**src/rtl/cnn_sched_pkg.sv**
```systemverilog
// Shared types and defaults for the CNN accelerator request scheduler.
package cnn_sched_pkg;

  localparam int unsigned IMG_W_DEF  = 5;
  localparam int unsigned PRED_W_DEF = 4;

  // Requester identifiers as reported on rsp_id
  localparam logic REQ_ID_0 = 1'b0;
  localparam logic REQ_ID_1 = 1'b1;

  typedef enum logic [1:0] {
    ST_IDLE,
    ST_START,
    ST_WAIT,
    ST_RESP
  } state_e;

endpackage

```
**src/rtl/cnn_sched_if.sv**
```systemverilog
// Requester / response / accelerator signal bundle for cnn_sched.
// slave: scheduler side. master: requesters + accelerator side.
interface cnn_sched_if import cnn_sched_pkg::*; #(
  parameter int unsigned IMG_W  = IMG_W_DEF,
  parameter int unsigned PRED_W = PRED_W_DEF
) ();

  logic              req0_valid;
  logic [IMG_W-1:0]  req0_img;
  logic              req0_ready;
  logic              req1_valid;
  logic [IMG_W-1:0]  req1_img;
  logic              req1_ready;
  logic              rsp_valid;
  logic              rsp_id;
  logic [PRED_W-1:0] rsp_pred;
  logic              rsp_err;
  logic              cnn_start;
  logic [IMG_W-1:0]  cnn_img_index;
  logic              cnn_done;
  logic [PRED_W-1:0] cnn_pred;
  logic              busy;

  modport slave (
    input  req0_valid, req0_img, req1_valid, req1_img, cnn_done, cnn_pred,
    output req0_ready, req1_ready, rsp_valid, rsp_id, rsp_pred, rsp_err,
           cnn_start, cnn_img_index, busy
  );

  modport master (
    output req0_valid, req0_img, req1_valid, req1_img, cnn_done, cnn_pred,
    input  req0_ready, req1_ready, rsp_valid, rsp_id, rsp_pred, rsp_err,
           cnn_start, cnn_img_index, busy
  );

endinterface

```
**src/rtl/cnn_rr_arb.sv**
```systemverilog
// Two-way round-robin arbiter. Grant is combinational; the last-grant
// flag advances only when a granted request is taken.
module cnn_rr_arb (
  input  logic       clk,
  input  logic       reset_n,
  input  logic       en_i,
  input  logic [1:0] valid_i,
  output logic [1:0] gnt_c_o
);

  logic last1_q, last1_d;

  // Grant: tie goes to the requester not served last
  always_comb begin
    gnt_c_o = 2'b00;
    if (en_i) begin
      if (valid_i == 2'b11) gnt_c_o = last1_q ? 2'b01 : 2'b10;
      else                  gnt_c_o = valid_i;
    end
  end

  // Last-grant update on accept only
  always_comb begin
    last1_d = last1_q;
    if (|gnt_c_o) last1_d = gnt_c_o[1];
  end

  // Reset favours requester 0 on the first tie
  always_ff @(posedge clk or negedge reset_n) begin
    if (!reset_n) last1_q <= 1'b1;
    else          last1_q <= last1_d;
  end

endmodule

```
**src/rtl/cnn_sched.sv**
```systemverilog
// Arbitrates two requesters onto one CNN accelerator and returns the
// prediction as a one-cycle response pulse.
// Optional: CNN_TIMEOUT_EN adds a WAIT-state abort after TIMEOUT_CYC cycles.
module cnn_sched import cnn_sched_pkg::*; #(
  parameter int unsigned IMG_W       = IMG_W_DEF,
  parameter int unsigned PRED_W      = PRED_W_DEF,
  parameter int unsigned TIMEOUT_CYC = 4096
) (
  input  logic       clk,
  input  logic       reset_n,
  cnn_sched_if.slave bus
);

  if (TIMEOUT_CYC < 2) begin : g_timeout_chk
    $error("cnn_sched: TIMEOUT_CYC must be at least 2");
  end

  state_e            state_q, state_d;
  logic [IMG_W-1:0]  idx_q, idx_d;
  logic              id_q, id_d;
  logic              rsp_id_q, rsp_id_d;
  logic [PRED_W-1:0] rsp_pred_q, rsp_pred_d;
  logic              start_q, busy_q, rsp_valid_q;
  logic [1:0]        gnt_c;
  logic              idle_c, accept_c, timeout_c;

  // Ready only in IDLE and never while reset is held
  assign idle_c   = (state_q == ST_IDLE) && reset_n;
  assign accept_c = |gnt_c;

  cnn_rr_arb u_arb (
    .clk     (clk),
    .reset_n (reset_n),
    .en_i    (idle_c),
    .valid_i ({bus.req1_valid, bus.req0_valid}),
    .gnt_c_o (gnt_c)
  );

  assign bus.req0_ready    = gnt_c[0];
  assign bus.req1_ready    = gnt_c[1];
  assign bus.cnn_start     = start_q;
  assign bus.cnn_img_index = idx_q;
  assign bus.busy          = busy_q;
  assign bus.rsp_valid     = rsp_valid_q;
  assign bus.rsp_id        = rsp_id_q;
  assign bus.rsp_pred      = rsp_pred_q;

`ifdef CNN_TIMEOUT_EN
  localparam int unsigned CNT_W = $clog2(TIMEOUT_CYC);

  logic [CNT_W-1:0] cnt_q, cnt_d;
  logic             rsp_err_q, rsp_err_d;

  // WAIT cycle counter, cleared on the way into WAIT
  always_comb begin
    cnt_d = cnt_q;
    if (state_q == ST_START)     cnt_d = '0;
    else if (state_q == ST_WAIT) cnt_d = cnt_q + CNT_W'(1);
  end

  assign timeout_c = (state_q == ST_WAIT) && (cnt_q == CNT_W'(TIMEOUT_CYC - 1));

  // Error flag: done beats a coincident timeout
  always_comb begin
    rsp_err_d = rsp_err_q;
    if (state_q == ST_WAIT) begin
      if (bus.cnn_done)   rsp_err_d = 1'b0;
      else if (timeout_c) rsp_err_d = 1'b1;
    end
  end

  // Timeout state registers
  always_ff @(posedge clk or negedge reset_n) begin
    if (!reset_n) begin
      cnt_q     <= '0;
      rsp_err_q <= 1'b0;
    end else begin
      cnt_q     <= cnt_d;
      rsp_err_q <= rsp_err_d;
    end
  end

  assign bus.rsp_err = rsp_err_q;
`else
  assign timeout_c   = 1'b0;
  assign bus.rsp_err = 1'b0;
`endif

  // Next state, request capture and response capture
  always_comb begin
    state_d    = state_q;
    idx_d      = idx_q;
    id_d       = id_q;
    rsp_id_d   = rsp_id_q;
    rsp_pred_d = rsp_pred_q;
    unique case (state_q)
      ST_IDLE: begin
        if (accept_c) begin
          state_d = ST_START;
          idx_d   = gnt_c[1] ? bus.req1_img : bus.req0_img;
          id_d    = gnt_c[1] ? REQ_ID_1 : REQ_ID_0;
        end
      end
      ST_START: state_d = ST_WAIT;
      ST_WAIT: begin
        if (bus.cnn_done) begin
          state_d    = ST_RESP;
          rsp_id_d   = id_q;
          rsp_pred_d = bus.cnn_pred;
        end else if (timeout_c) begin
          state_d    = ST_RESP;
          rsp_id_d   = id_q;
          rsp_pred_d = '0;
        end
      end
      ST_RESP: begin
        state_d = ST_IDLE;
        idx_d   = '0;
      end
      default: state_d = ST_IDLE;
    endcase
  end

  // State and registered outputs
  always_ff @(posedge clk or negedge reset_n) begin
    if (!reset_n) begin
      state_q     <= ST_IDLE;
      idx_q       <= '0;
      id_q        <= 1'b0;
      rsp_id_q    <= 1'b0;
      rsp_pred_q  <= '0;
      start_q     <= 1'b0;
      busy_q      <= 1'b0;
      rsp_valid_q <= 1'b0;
    end else begin
      state_q     <= state_d;
      idx_q       <= idx_d;
      id_q        <= id_d;
      rsp_id_q    <= rsp_id_d;
      rsp_pred_q  <= rsp_pred_d;
      start_q     <= (state_d == ST_START);
      busy_q      <= (state_d != ST_IDLE);
      rsp_valid_q <= (state_d == ST_RESP);
    end
  end

endmodule

```
**src/flat_wrapper.sv**
```systemverilog
// flat-port wrapper written by rule: the top's interface ports become plain ports
module cnn_sched_flat import cnn_sched_pkg::*;
#(
  parameter int unsigned IMG_W       = IMG_W_DEF,
  parameter int unsigned PRED_W      = PRED_W_DEF,
  parameter int unsigned TIMEOUT_CYC = 4096
)
  (clk, reset_n, bus_req0_valid, bus_req0_img, bus_req1_valid, bus_req1_img, bus_cnn_done, bus_cnn_pred, bus_req0_ready, bus_req1_ready, bus_rsp_valid, bus_rsp_id, bus_rsp_pred, bus_rsp_err, bus_cnn_start, bus_cnn_img_index, bus_busy);
  cnn_sched_if #(.IMG_W(IMG_W), .PRED_W(PRED_W)) bus_i ();
  input  logic clk;
  input  logic reset_n;
  input wire logic [$bits(bus_i.req0_valid)-1:0] bus_req0_valid;
  input wire logic [$bits(bus_i.req0_img)-1:0] bus_req0_img;
  input wire logic [$bits(bus_i.req1_valid)-1:0] bus_req1_valid;
  input wire logic [$bits(bus_i.req1_img)-1:0] bus_req1_img;
  input wire logic [$bits(bus_i.cnn_done)-1:0] bus_cnn_done;
  input wire logic [$bits(bus_i.cnn_pred)-1:0] bus_cnn_pred;
  output wire logic [$bits(bus_i.req0_ready)-1:0] bus_req0_ready;
  output wire logic [$bits(bus_i.req1_ready)-1:0] bus_req1_ready;
  output wire logic [$bits(bus_i.rsp_valid)-1:0] bus_rsp_valid;
  output wire logic [$bits(bus_i.rsp_id)-1:0] bus_rsp_id;
  output wire logic [$bits(bus_i.rsp_pred)-1:0] bus_rsp_pred;
  output wire logic [$bits(bus_i.rsp_err)-1:0] bus_rsp_err;
  output wire logic [$bits(bus_i.cnn_start)-1:0] bus_cnn_start;
  output wire logic [$bits(bus_i.cnn_img_index)-1:0] bus_cnn_img_index;
  output wire logic [$bits(bus_i.busy)-1:0] bus_busy;
  assign bus_i.req0_valid = bus_req0_valid;
  assign bus_i.req0_img = bus_req0_img;
  assign bus_i.req1_valid = bus_req1_valid;
  assign bus_i.req1_img = bus_req1_img;
  assign bus_i.cnn_done = bus_cnn_done;
  assign bus_i.cnn_pred = bus_cnn_pred;
  assign bus_req0_ready = bus_i.req0_ready;
  assign bus_req1_ready = bus_i.req1_ready;
  assign bus_rsp_valid = bus_i.rsp_valid;
  assign bus_rsp_id = bus_i.rsp_id;
  assign bus_rsp_pred = bus_i.rsp_pred;
  assign bus_rsp_err = bus_i.rsp_err;
  assign bus_cnn_start = bus_i.cnn_start;
  assign bus_cnn_img_index = bus_i.cnn_img_index;
  assign bus_busy = bus_i.busy;
  cnn_sched #(.IMG_W(IMG_W), .PRED_W(PRED_W), .TIMEOUT_CYC(TIMEOUT_CYC)) u_core (.clk(clk), .reset_n(reset_n), .bus(bus_i));
endmodule
```
**config.mk**
```make
export PLATFORM = sky130hd
export DESIGN_NAME = cnn_sched_flat
export DESIGN_NICKNAME = d
export VERILOG_FILES = /design/src/rtl/cnn_sched_pkg.sv /design/src/rtl/cnn_sched_if.sv /design/src/rtl/cnn_rr_arb.sv /design/src/rtl/cnn_sched.sv /design/src/flat_wrapper.sv
export SDC_FILE = /design/constraint.sdc
export NUM_CORES = 1
export LEC_CHECK = 0
export CAP_MARGIN = 20
export CELL_PAD_IN_SITES_DETAIL_PLACEMENT = 0
export CELL_PAD_IN_SITES_GLOBAL_PLACEMENT = 1
export CORE_MARGIN = 2
export CORE_UTILIZATION = 30
export DETAILED_ROUTE_END_ITERATION = 7
export PLACE_DENSITY_LB_ADDON = 0.2
export SYNTH_ARGS = -nofsm -noshare
export SYNTH_HDL_FRONTEND = slang
export SYNTH_SLANG_ARGS = --single-unit
```
**constraint.sdc**
```tcl
create_clock -name clk -period 1.95 [get_ports clk]
set_clock_uncertainty 0.2 [all_clocks]
set_input_delay 0.39 -clock clk [delete_from_list [all_inputs] [get_ports clk]]
set_output_delay 0.39 -clock clk [all_outputs]
set_load 0.005 [all_outputs]
```
# Word level (Yosys, flattened, before mapping)
# Index checks and enable logic that the tools add are counted.
[classes] n_eq_ne=7 mux=10 reduce_logical=8
[ops] op="2-to-1 mux 2 bit" n=5
[ops] op="2-to-1 mux 5 bit" n=2
[ops] op="one-hot mux 5 bit (2 select lines)" n=1
[ops] op="== test 2 bit, second input constant" n=4
[ops] op="one-hot mux 2 bit (4 select lines)" n=1
[ops] op="AND reduction 2 bit" n=3
[ops] op="== test 2 x 1 -> 1 bit, second input constant" n=2
[ops] op="nonzero test 2 bit" n=2
[ops] op="logical NOT 2 bit" n=1
[ops] op="inequality test 2 x 1 -> 1 bit, second input constant" n=1
[ops] op="OR reduction 2 bit" n=1
[ops] op="logical AND 1 bit" n=1
[ops] op="2-to-1 mux 1 bit" n=1
[word_totals] elab_cells=34 register_bits=17

# Longest topological paths before layout
# Gate-level depths: netlist of the first run.
[depth] depth_word=7 mapped_depth=7

# Modules after synthesis
# Synthesis of the first run repeated with hierarchy kept, for this count alone.
[hier_totals] hier_cells=73 area_unflattened_um2=857.1
[by_module_without_submodules] mod="cnn_sched" seq_area_each_um2=400.4 instances=1 cells_per_inst=65 area_each_um2=794.5
[by_module_without_submodules] mod="cnn_rr_arb" seq_area_each_um2=26.3 instances=1 cells_per_inst=8 area_each_um2=62.6

# Worst setup path before layout of the first run
# No wires, ideal clock.
[synth_path] path_kind="reg2out" startpoint="register u_core.state_q[0]" endpoint="output port bus_req1_ready" path_buffers=2 arrival_ps=1228 setup_slack_ps=132 path_stages_with_launch=7 path_cell_list="dfrtp_1 -> inv_1 -> ha_1 -> and2_4 -> buf_6 -> and3_4 -> buf_6"
[synth_between] elab_chain_len=3
[synth_rtl] item="start, declared" line_no="cnn_sched.sv:18" text="state_e state_q, state_d;"
[synth_rtl] item="start signal, assigned" line_no="cnn_sched.sv:136" text="state_q <= state_d;"
[synth_rtl] item="logical NOT 2 bit" line_no="cnn_sched.sv:28" text="assign idle_c = (state_q == ST_IDLE) && reset_n;"
[synth_rtl] item="logical AND 1 bit" line_no="cnn_sched.sv:28"
[synth_rtl] item="2-to-1 mux 2 bit" line_no="cnn_rr_arb.sv:16" text="if (en_i) begin"
[synth_rtl] item="end, declared" line_no="flat_wrapper.sv:19" text="output wire logic [$bits(bus_i.req1_ready)-1:0] bus_req1_ready;"
# Every way passes these cells.

# Worst setup path in the final report of the first run
[layout_path] startpoint="input port reset_n" endpoint="output port bus_req1_ready"
[layout_between] elab_chain_len=2
[layout_rtl] item="start, declared" line_no="flat_wrapper.sv:11" text="input logic reset_n;"
[layout_rtl] item="logical AND 1 bit" line_no="cnn_sched.sv:28"
[layout_rtl] item="2-to-1 mux 2 bit" line_no="cnn_rr_arb.sv:16"
# Every way passes these cells.

==> flow_metrics.py, run 1 <==
metrics = {
    "place": {
        "place_congestion": 0.749,
        "dp_slack_ns": -0.386,
        "numPortBuffers": 33,
        "post-dp-hpwl_um": 1520,
        "placed_area_um2": 1330,
    },
    "die": {
        "die_h_um": 59.4,
        "initial_core_util_pct": 30.9,
        "num_io_pins": 35,
        "dieArea_um2": 3530,
        "die_x_um": 59.4,
        "rows": 20,
        "coreArea_um2": 2980,
    },
    "finish": {
        "utilization_pct": 47.4,
        "syn2layout_area_growth_pct": 53.4,
        "num-nets-final": 148,
        "drive_gt1_share_pct": 33.1,
        "antenna_cells": 0,
        "stdcell_area_um2": 1410,
    },
    "clock_network": {
        "numCtsBuffers": 3,
        "cts.sinks": 17,
        "htreeDepth": 1,
        "ctsHoldBuffers": 0,
        "cts_tree": "done",
        "cts-root-buf": "clkbuf_4",
        "max-clock-path-buffers": 2,
        "clk_pin_slew_ns": 0.10,
        "clk_latency_ns": 0.29,
    },
    "setup_path": {
        "crit_type": "in2out",
        "crit-reg2reg-capture": "u_core.bus.busy",
        "r2r_slack_ns": 0.25,
        "cp-start-kind": "input port",
        "endpoint_kind": "output port",
        "arrival_ns": 1.35,
        "critical_path.max_fanout": 3,
        "reg2reg_depth": 7,
        "required_ns": 1.36,
        "r2r-start": "u_core.state_q[1]",
    },
    "synthesis": {
        "syn_nets": 101,
        "yosysMostFrequentCell": "dfrtp_1",
        "ys_top_cells_by_count": "dfrtp_1, inv_1, nor2b_1",
        "yosysWarningCount": 0,
        "syn-cell-area_um2": 921,
        "syn_inst": 78,
        "netlist.area_leader.share_pct": 43.5,
        "synth_top_cell_by_area": "dfrtp_1",
        "ys_seq_area_share_pct": 46.3,
        "yosysUniqueCellTypes": 26,
        "synth_edf_count": 0,
        "async_reset_ff_share_pct": 100,
        "synthFlopType": "dfrtp_1",
        "avgSynthCellArea_um2": 11.8,
        "synthTopCellsByArea": "dfrtp_1, o221ai_2, mux2_2",
        "ys_ff_latch": 17,
    },
    "pwr": {
        "p_total_mw": 1.86,
        "p_clk_share_pct": 10.4,
        "peakVddDrop_mv": 0.617,
        "p_per_area_nw_per_um2": 1320,
        "switching_share_pct": 32.1,
        "seqPwrFrac_pct": 32.4,
        "p_leak_nw": 0.605,
        "pwr-share-comb_pct": 57.2,
        "switchingPower_mw": 0.597,
        "internal_power_mw": 1.26,
    },
    "hold_path": {
        "hold_end": "u_core.id_q",
        "min_path_type": "reg2reg",
        "holdPathStages": 1,
        "min_from": "u_core.id_q",
    },
    "global_route": {
        "antenna_found_initial": 0,
        "globalRoute.totalOverflow": 0,
        "grtUsageTotal_pct": 13.1,
        "grt_pass1_vias": 766,
        "grt_max_degree": 20,
        "grt_pass1_wl_um": 3360,
    },
    "route": {
        "routed_via_density": 4.69,
        "drc_errors": 0,
        "route.detailed.wl_per_inst_um": 13.4,
        "drtPass1Iterations": 2,
        "route.antenna.remaining_nets": 0,
        "num_vias": 736,
        "drtIter0Drc": 8,
        "wl_um": 2100,
    },
    "sta": {
        "hold_viol": 0,
        "tns_ns": 0,
        "rsz0062_at_grt": "yes",
        "setup_violations": 0,
        "finalCriticalPeriod_ns": 1.94,
        "setup_ws_ns": 0.00795,
        "post-route-period-util_pct": 99.6,
        "fmax_ghz": 0.515,
        "finalMaxSlewViolations": 0,
    },
    "job": {
        "maxCapViolCount": 0,
    },
    "status": {
        "outcome": "finished clean",
    },
}
-- worst max-delay path, stage by stage --
cell,delay [ns]
clkdlybuf4s50_1,0.50
and2_4,0.18
and3_4,0.19
buf_6,0.09
-- worst max path at each step --
stage,endpoint,slack [ns],cells after the start,from
CTS,bus_req1_ready,-0.0008,5,u_core.state_q[1]
detailed placement,bus_req0_ready,-0.39,5,reset_n
global placement,bus_req0_ready,-0.39,5,reset_n
floorplan,bus_req1_ready,0.13,6,u_core.state_q[0]
global route,bus_req1_ready,-0.04,5,u_core.state_q[1]
finish,bus_req1_ready,0.008,4,reset_n
-- through the flow --
step,hold slack (ns),cells
finish,0.284,157
global route,0.288,157
CTS,0.289,155
detailed placement,0.263,150
global placement,0.259,150
floorplan,-0.106,78
-- logic make-up after synthesis --
logic type / after synthesis / synth area share (%)
buffers and inverters: 14 / 8.56
other: 1 / 0.407
adder cells (fa/ha/maj): 4 / 5.43
multiplexers: 5 / 6.11
AND/OR/NAND/NOR: 26 / 18.2
flip-flops: 17 / 46.3
AO/OA/AOI/OAI: 11 / 14.9
-- power by group through the flow --
stage	Combinational (mW)	Clock, mW	Sequential [mW]
floorplan	0.515	0	0.617
global placement	0.983	0	0.603
detailed placement	0.997	0	0.609
CTS	1.06	0.202	0.607
global route	1.18	0.220	0.624
finish	1.06	0.193	0.603
-- flip-flops by register name, indices dropped and copies added, names as in the netlist --
register                  count
u_core.state_q                2
u_core.u_arb.last1_q          1
u_core.bus.busy               1
u_core.bus.cnn_img_index      5
u_core.bus.rsp_valid          1
u_core.bus.cnn_start          1
u_core.bus.rsp_pred           4
u_core.bus.rsp_id             1
u_core.id_q                   1
-- cells in the final DEF (no fill, tap or decap), types with 2 or more instances in the layout --
cell | netlist | final
nand2b_1 | 2 | 2
nand2_1 | 2 | 2
dfrtp_1 | 16 | 16
clkbuf_4 | 0 | 3
inv_2 | 0 | 3
ha_1 | 4 | 3
nor2b_1 | 6 | 6
a21o_1 | 2 | 2
buf_6 | 3 | 2
inv_1 | 9 | 6
buf_4 | 1 | 14
nand4_1 | 5 | 5
mux2_2 | 5 | 5
nand3b_1 | 5 | 5
clkdlybuf4s50_1 | 0 | 31
o221ai_2 | 5 | 5
-- per-layer routing --
layer  vias to the layer above  track usage (%)  part of all wire [%]
li1                        361                -                     -
met1                       351             15.5                    45
met2                        22             21.8                    47
met3                         2             2.84                   6.3
met4                         0             7.14                   1.1
met5                         -                0                     0
-- repair_timing --
item	in CTS	in global routing
setup buffers	1	2
endpoints found under the setup margin	2	3
pin swaps	1	0
gates resized for setup	16	2
-- area by class of cell --
| type | count | area (um^2) |
|---|---|---|
| Timing Repair Buffer | 47 | 438 |
| Multi-Input combinational cell | 47 | 447 |
| Inverter | 9 | 33.8 |
| Sequential cell | 17 | 427 |
| Tap cell | 33 | 41.3 |
| Fill cell | 295 | 1570 |
| Clock buffer | 4 | 26.3 |
(Power assumes the default switching activity.)
==> inputs of run 2 (changes only) <==
CORE_MARGIN = 5   (was 2)
GPL_TIMING_DRIVEN = 0   (was unset)
==> run 2 against run 1 <==
Register-to-register slack worse by 0.10 ns. Sequential share of layout area down 0.21 points. Die area up 21%. Setup slack better by 0.011 ns. Sequential power about the same. Clock-buffer cell count unchanged. Critical endpoint unchanged.
==> flow_metrics.py, run 2 (synthesized netlist as in run 1, its figures left out) <==
metrics = {
    "sta": {
        "finalMaxSlewViolations": 0,
        "post-route-period-util_pct": 99.1,
        "whs_ns": 0.205,
        "hold_viol": 0,
        "setup_violations": 0,
        "worst_pin_slew_ns": 0.735,
        "slew_headroom_pct": 50.9,
        "tns_ns": 0,
        "finalCriticalPeriod_ns": 1.93,
        "fmax_ghz": 0.518,
        "rsz0062_at_grt": "yes",
    },
    "setup_path": {
        "critPathSlowestCell": "dfrtp_1",
        "reg2reg_depth": 6,
        "required_ns": 1.36,
        "worstPathCellList": "inv_2 > ha_4 > and2_4 > and3_4 > buf_6",
        "endpoint_kind": "output port",
        "crit-reg2reg-capture": "u_core.bus.cnn_img_index[2]",
        "arrival_ns": 1.34,
        "crit_type": "reg2out",
        "r2r_slack_ns": 0.15,
        "r2r-start": "u_core.state_q[0]",
        "crit_path_start": "u_core.state_q[0]",
        "critical_path.max_fanout": 3,
        "cp_slowest_stage_delay_ns": 0.40,
        "cp-start-kind": "flop",
    },
    "pwr": {
        "p_leak_nw": 0.617,
        "peakVddDrop_mv": 0.554,
        "p_per_area_nw_per_um2": 1330,
    },
    "hold_path": {
        "min_path_type": "in2reg",
        "min_from": "bus_req1_valid",
        "holdPathStages": 3,
        "hold_end": "u_core.bus.cnn_img_index[4]",
    },
    "finish": {
        "fill_cells": 292,
        "mostFrequentLayoutCells": "clkdlybuf4s50_1, dfrtp_1, buf_4, nor2b_1, inv_1",
        "drive_gt1_share_pct": 33.3,
        "final_common_cell": "clkdlybuf4s50_1",
        "syn2layout_area_growth_pct": 54.5,
        "antenna_cells": 0,
        "largest_register_ffs": 5,
        "num-nets-final": 150,
    },
    "clock_network": {
        "max-clock-path-buffers": 2,
        "cts_tree": "done",
        "clk_pin_slew_ns": 0.10,
        "cts.sinks": 17,
        "htreeDepth": 1,
        "clk_latency_ns": 0.29,
        "numCtsBuffers": 3,
        "cts-root-buf": "clkbuf_4",
    },
    "route": {
        "route.detailed.wl_per_inst_um": 14.2,
        "drtPass1Iterations": 4,
        "num_vias": 763,
        "drc_errors": 0,
        "routed_via_density": 4.80,
        "wl_um": 2250,
        "route.antenna.remaining_nets": 0,
        "drtIter0Drc": 15,
    },
    "die": {
        "coreArea_um2": 3000,
        "dieArea_um2": 4280,
        "num_io_pins": 35,
        "die_x_um": 65.4,
        "rows": 20,
        "die_h_um": 65.4,
        "initial_core_util_pct": 30.7,
    },
    "global_route": {
        "grt_pass1_wl_um": 3500,
        "antenna_found_initial": 0,
        "grt_max_degree": 17,
        "globalRoute.totalOverflow": 0,
        "grt_pass1_vias": 764,
        "grtUsageTotal_pct": 11.0,
    },
    "status": {
        "outcome": "finished clean",
    },
    "place": {
        "post-dp-hpwl_um": 1530,
        "numPortBuffers": 32,
        "place_congestion": 0.725,
    },
    "job": {
        "maxCapViolCount": 0,
    },
}
## run 2: critical path: cells and delay by family, from the launching register on
kind | cells | cell delay (ns)
flip-flops | 1 | 0.40
AND/OR/NAND/NOR | 2 | 0.35
buffers and inverters | 2 | 0.17
adder cells (fa/ha/maj) | 1 | 0.13
## run 2: report_power, final
part           internal (mW)  leakage (nW)  switching [mW]
logic                  0.678         0.396           0.415
clock network         0.0796        0.0150           0.111
registers              0.527         0.206          0.0777
total                   1.28         0.617           0.604
## run 2: per-stage QoR
stage | area (um^2) | util, % | worst slack [ns] | cells | power [mW]
4_1_cts | 1380 | 45.9 | 0.00973 | 154 | 1.84
2_1_floorplan | 921 | - | 0.132 | 78 | 1.13
6_report | 1420 | 47.4 | 0.0185 | 159 | 1.89
3_5_place_dp | 1280 | 42.7 | -1.40 | 143 | 1.53
5_1_grt | 1420 | 47.4 | -0.0443 | 159 | 2.03
3_3_place_gp | 1280 | 42.7 | -1.39 | 143 | 1.51
## run 2: worst max path at each step
stage	endpoint	slack, ns	cells past startpoint
2_1_floorplan	bus_req1_ready	0.13	6
3_3_place_gp	bus_req1_ready	-1.39	6
3_5_place_dp	bus_req1_ready	-1.40	6
4_1_cts	bus_req1_ready	0.01	5
5_1_grt	bus_req1_ready	-0.04	5
6_report	bus_req1_ready	0.02	5
## run 2: cell type report
cell class                      instances  area, um^2  share of cell area [%]
Clock buffer                            4        26.3                    1.85
Tap cell                               33        41.3                    2.90
Timing Repair Buffer                   46         429                    30.2
Sequential cell                        17         427                    30.0
Buffer                                  3        22.5                    1.58
Inverter                                9        33.8                    2.37
Multi-Input combinational cell         47         443                    31.1
## run 2: layer usage
| layer | part of all wire [%] | GRT usage (%) | up-vias |
|---|---|---|---|
| met5 | 0 | 0 | - |
| met4 | 1.2 | 3.89 | 0 |
| met3 | 6.0 | 4.79 | 4 |
| met2 | 50 | 18.8 | 19 |
| met1 | 43 | 11.9 | 375 |
| li1 | - | - | 365 |
## run 2: timing repair
| item | in CTS | in global routing |
|---|---|---|
| setup buffers | 7 | 5 |
| resized for setup | 24 | 1 |
| hold buffers | 2 | 0 |
| endpoints found under the setup margin | 13 | 2 |
| pin swaps | 2 | 1 |
| endpoints found under the hold margin | 16 | 0 |
==> inputs of run 3 (changes only) <==
GPL_TIMING_DRIVEN = unset   (was 0)
==> run 3 against run 2 <==
Highest routed layer is now met3. Design area is 1.6% higher. Maximum frequency is 0.62% lower. Setup slack worse by 0.012 ns. Sequential power hardly changed. Largest cell class unchanged. Core utilization is 0.75 points higher. Critical path type is now in2out. Clock power is 3% lower. Sequential share of layout area is 0.47 points lower. Flip-flop and latch count stayed put. Largest power group unchanged. Die area stayed put. First-iteration DRC count is 40% lower. Clock-buffer cell count is 1 lower.
==> flow_metrics.py, run 3 (synthesized netlist as in run 1, its figures left out) <==
metrics = {
    "clock_network": {
        "cts-root-buf": "clkbuf_4",
        "max-clock-path-buffers": 2,
        "cts_tree": "done",
        "cts.sinks": 17,
        "ctsHoldBuffers": 0,
        "numCtsBuffers": 3,
        "htreeDepth": 1,
        "clk_pin_slew_ns": 0.11,
        "clk_latency_ns": 0.29,
    },
    "route": {
        "drc_errors": 0,
        "route.detailed.wl_per_inst_um": 13.2,
        "num_vias": 748,
        "wl_um": 2160,
        "route.antenna.remaining_nets": 0,
        "drtPass1Iterations": 4,
        "drtIter0Drc": 9,
        "routed_via_density": 4.59,
    },
    "die": {
        "dieArea_um2": 4280,
        "initial_core_util_pct": 30.7,
        "rows": 20,
        "die_h_um": 65.4,
        "num_io_pins": 35,
        "die_x_um": 65.4,
        "coreArea_um2": 3000,
    },
    "global_route": {
        "grt_max_degree": 20,
        "grt_pass1_wl_um": 3550,
        "grtUsageTotal_pct": 10.8,
        "globalRoute.totalOverflow": 0,
        "antenna_found_initial": 0,
        "grt_pass1_vias": 796,
    },
    "finish": {
        "fin_cells": 163,
        "mostFrequentLayoutCells": "clkdlybuf4s50_1, buf_4, dfrtp_1, inv_1, nor2b_1",
        "largest_register_ffs": 5,
        "antenna_cells": 0,
        "final_common_cell": "clkdlybuf4s50_1",
        "stdcell_area_um2": 1450,
        "drive_gt1_share_pct": 36.2,
        "syn2layout_area_growth_pct": 56.9,
        "num-nets-final": 154,
    },
    "place": {
        "place_congestion": 0.763,
        "place_inst": 150,
        "post-dp-hpwl_um": 1640,
        "numPortBuffers": 33,
        "placed_area_um2": 1330,
    },
    "sta": {
        "tns_ns": 0,
        "post-route-period-util_pct": 99.7,
        "finalMaxSlewViolations": 0,
        "fmax_ghz": 0.515,
        "setup_violations": 0,
        "hold_viol": 0,
        "rsz0062_at_grt": "yes",
        "finalCriticalPeriod_ns": 1.94,
    },
    "setup_path": {
        "cp-start-kind": "input port",
        "required_ns": 1.36,
        "critical_path.max_fanout": 4,
        "arrival_ns": 1.35,
        "endpoint_kind": "output port",
        "crit_type": "in2out",
    },
    "pwr": {
        "p_total_mw": 1.93,
        "p_per_area_nw_per_um2": 1340,
        "p_leak_nw": 0.640,
        "peakVddDrop_mv": 0.661,
    },
    "hold_path": {
        "min_path_type": "in2async",
    },
    "job": {
        "maxCapViolCount": 0,
    },
    "status": {
        "outcome": "finished clean",
    },
}
run 3: cell types whose count changed in the layout (fill, tap and decap cells not counted), moves of 2 or more:
cell,delta
buf_4,+6
clkdlybuf4s50_1,+3
buf_6,-2
clkbuf_1,-2
dlygate4sd3_1,-2
run 3: final timing paths:
check	startpoint	end	slack, ns	cells past startpoint
min in group clk	u_core.id_q	u_core.id_q	0.29	1
max in group asynchronous	reset_n	u_core.u_arb.last1_q	1.01	2
setup reg to reg	u_core.state_q[1]	u_core.bus.busy	0.11	8
hold / removal	reset_n	u_core.bus.cnn_img_index[0]	0.28	2
setup / recovery	bus_req0_valid	bus_req1_ready	0.007	4
hold reg to reg	u_core.id_q	u_core.id_q	0.29	1
run 3: where the power goes:
group / internal (mW) / total [mW] / switching [mW]
clock: 0.0761 / 0.185 / 0.109
combinational: 0.718 / 1.14 / 0.423
sequential: 0.526 / 0.603 / 0.0771
run 3: area by class of cell:
cell class,instances,area (um^2)
tap,33,41.3
sequential,17,427
timing repair buffer,53,477
inverter,9,33.8
clock buffer,3,22.5
multi-input combinational,47,439
clock inverter,1,5.00
fill,295,1560
run 3: timing repair:
| item | 4_1_cts | 5_1_grt |
|---|---|---|
| endpoints found under the setup margin | 2 | 2 |
| pin swaps | 1 | 1 |
| buffers inserted | 6 | 3 |
| resized for setup | 13 | 2 |
run 3: stage by stage:
stage               worst slack [ns]  utilization (%)  hold WS, ns
finish                       0.00654             48.1        0.275
global route                 -0.0403             48.1        0.277
CTS                         0.000794             47.0        0.280
detailed placement            -0.378             44.3        0.280
global placement              -0.388             44.3        0.266
floorplan                      0.132                -       -0.106
run 3: layer usage:
layer / GRT usage (%) / vias up / share of wire [%]
met2: 19.3 / 20 / 51
met4: 1.55 / 0 / 0
li1: - / 371 / -
met5: 0 / - / 0
met3: 3.76 / 0 / 6.0
met1: 12.5 / 357 / 43
run 3: worst max-delay path, cell delays in order:
cell             delay (ns)
clkdlybuf4s50_1        0.57
nand2_1                0.10
and3_4                 0.18
buf_6                  0.11
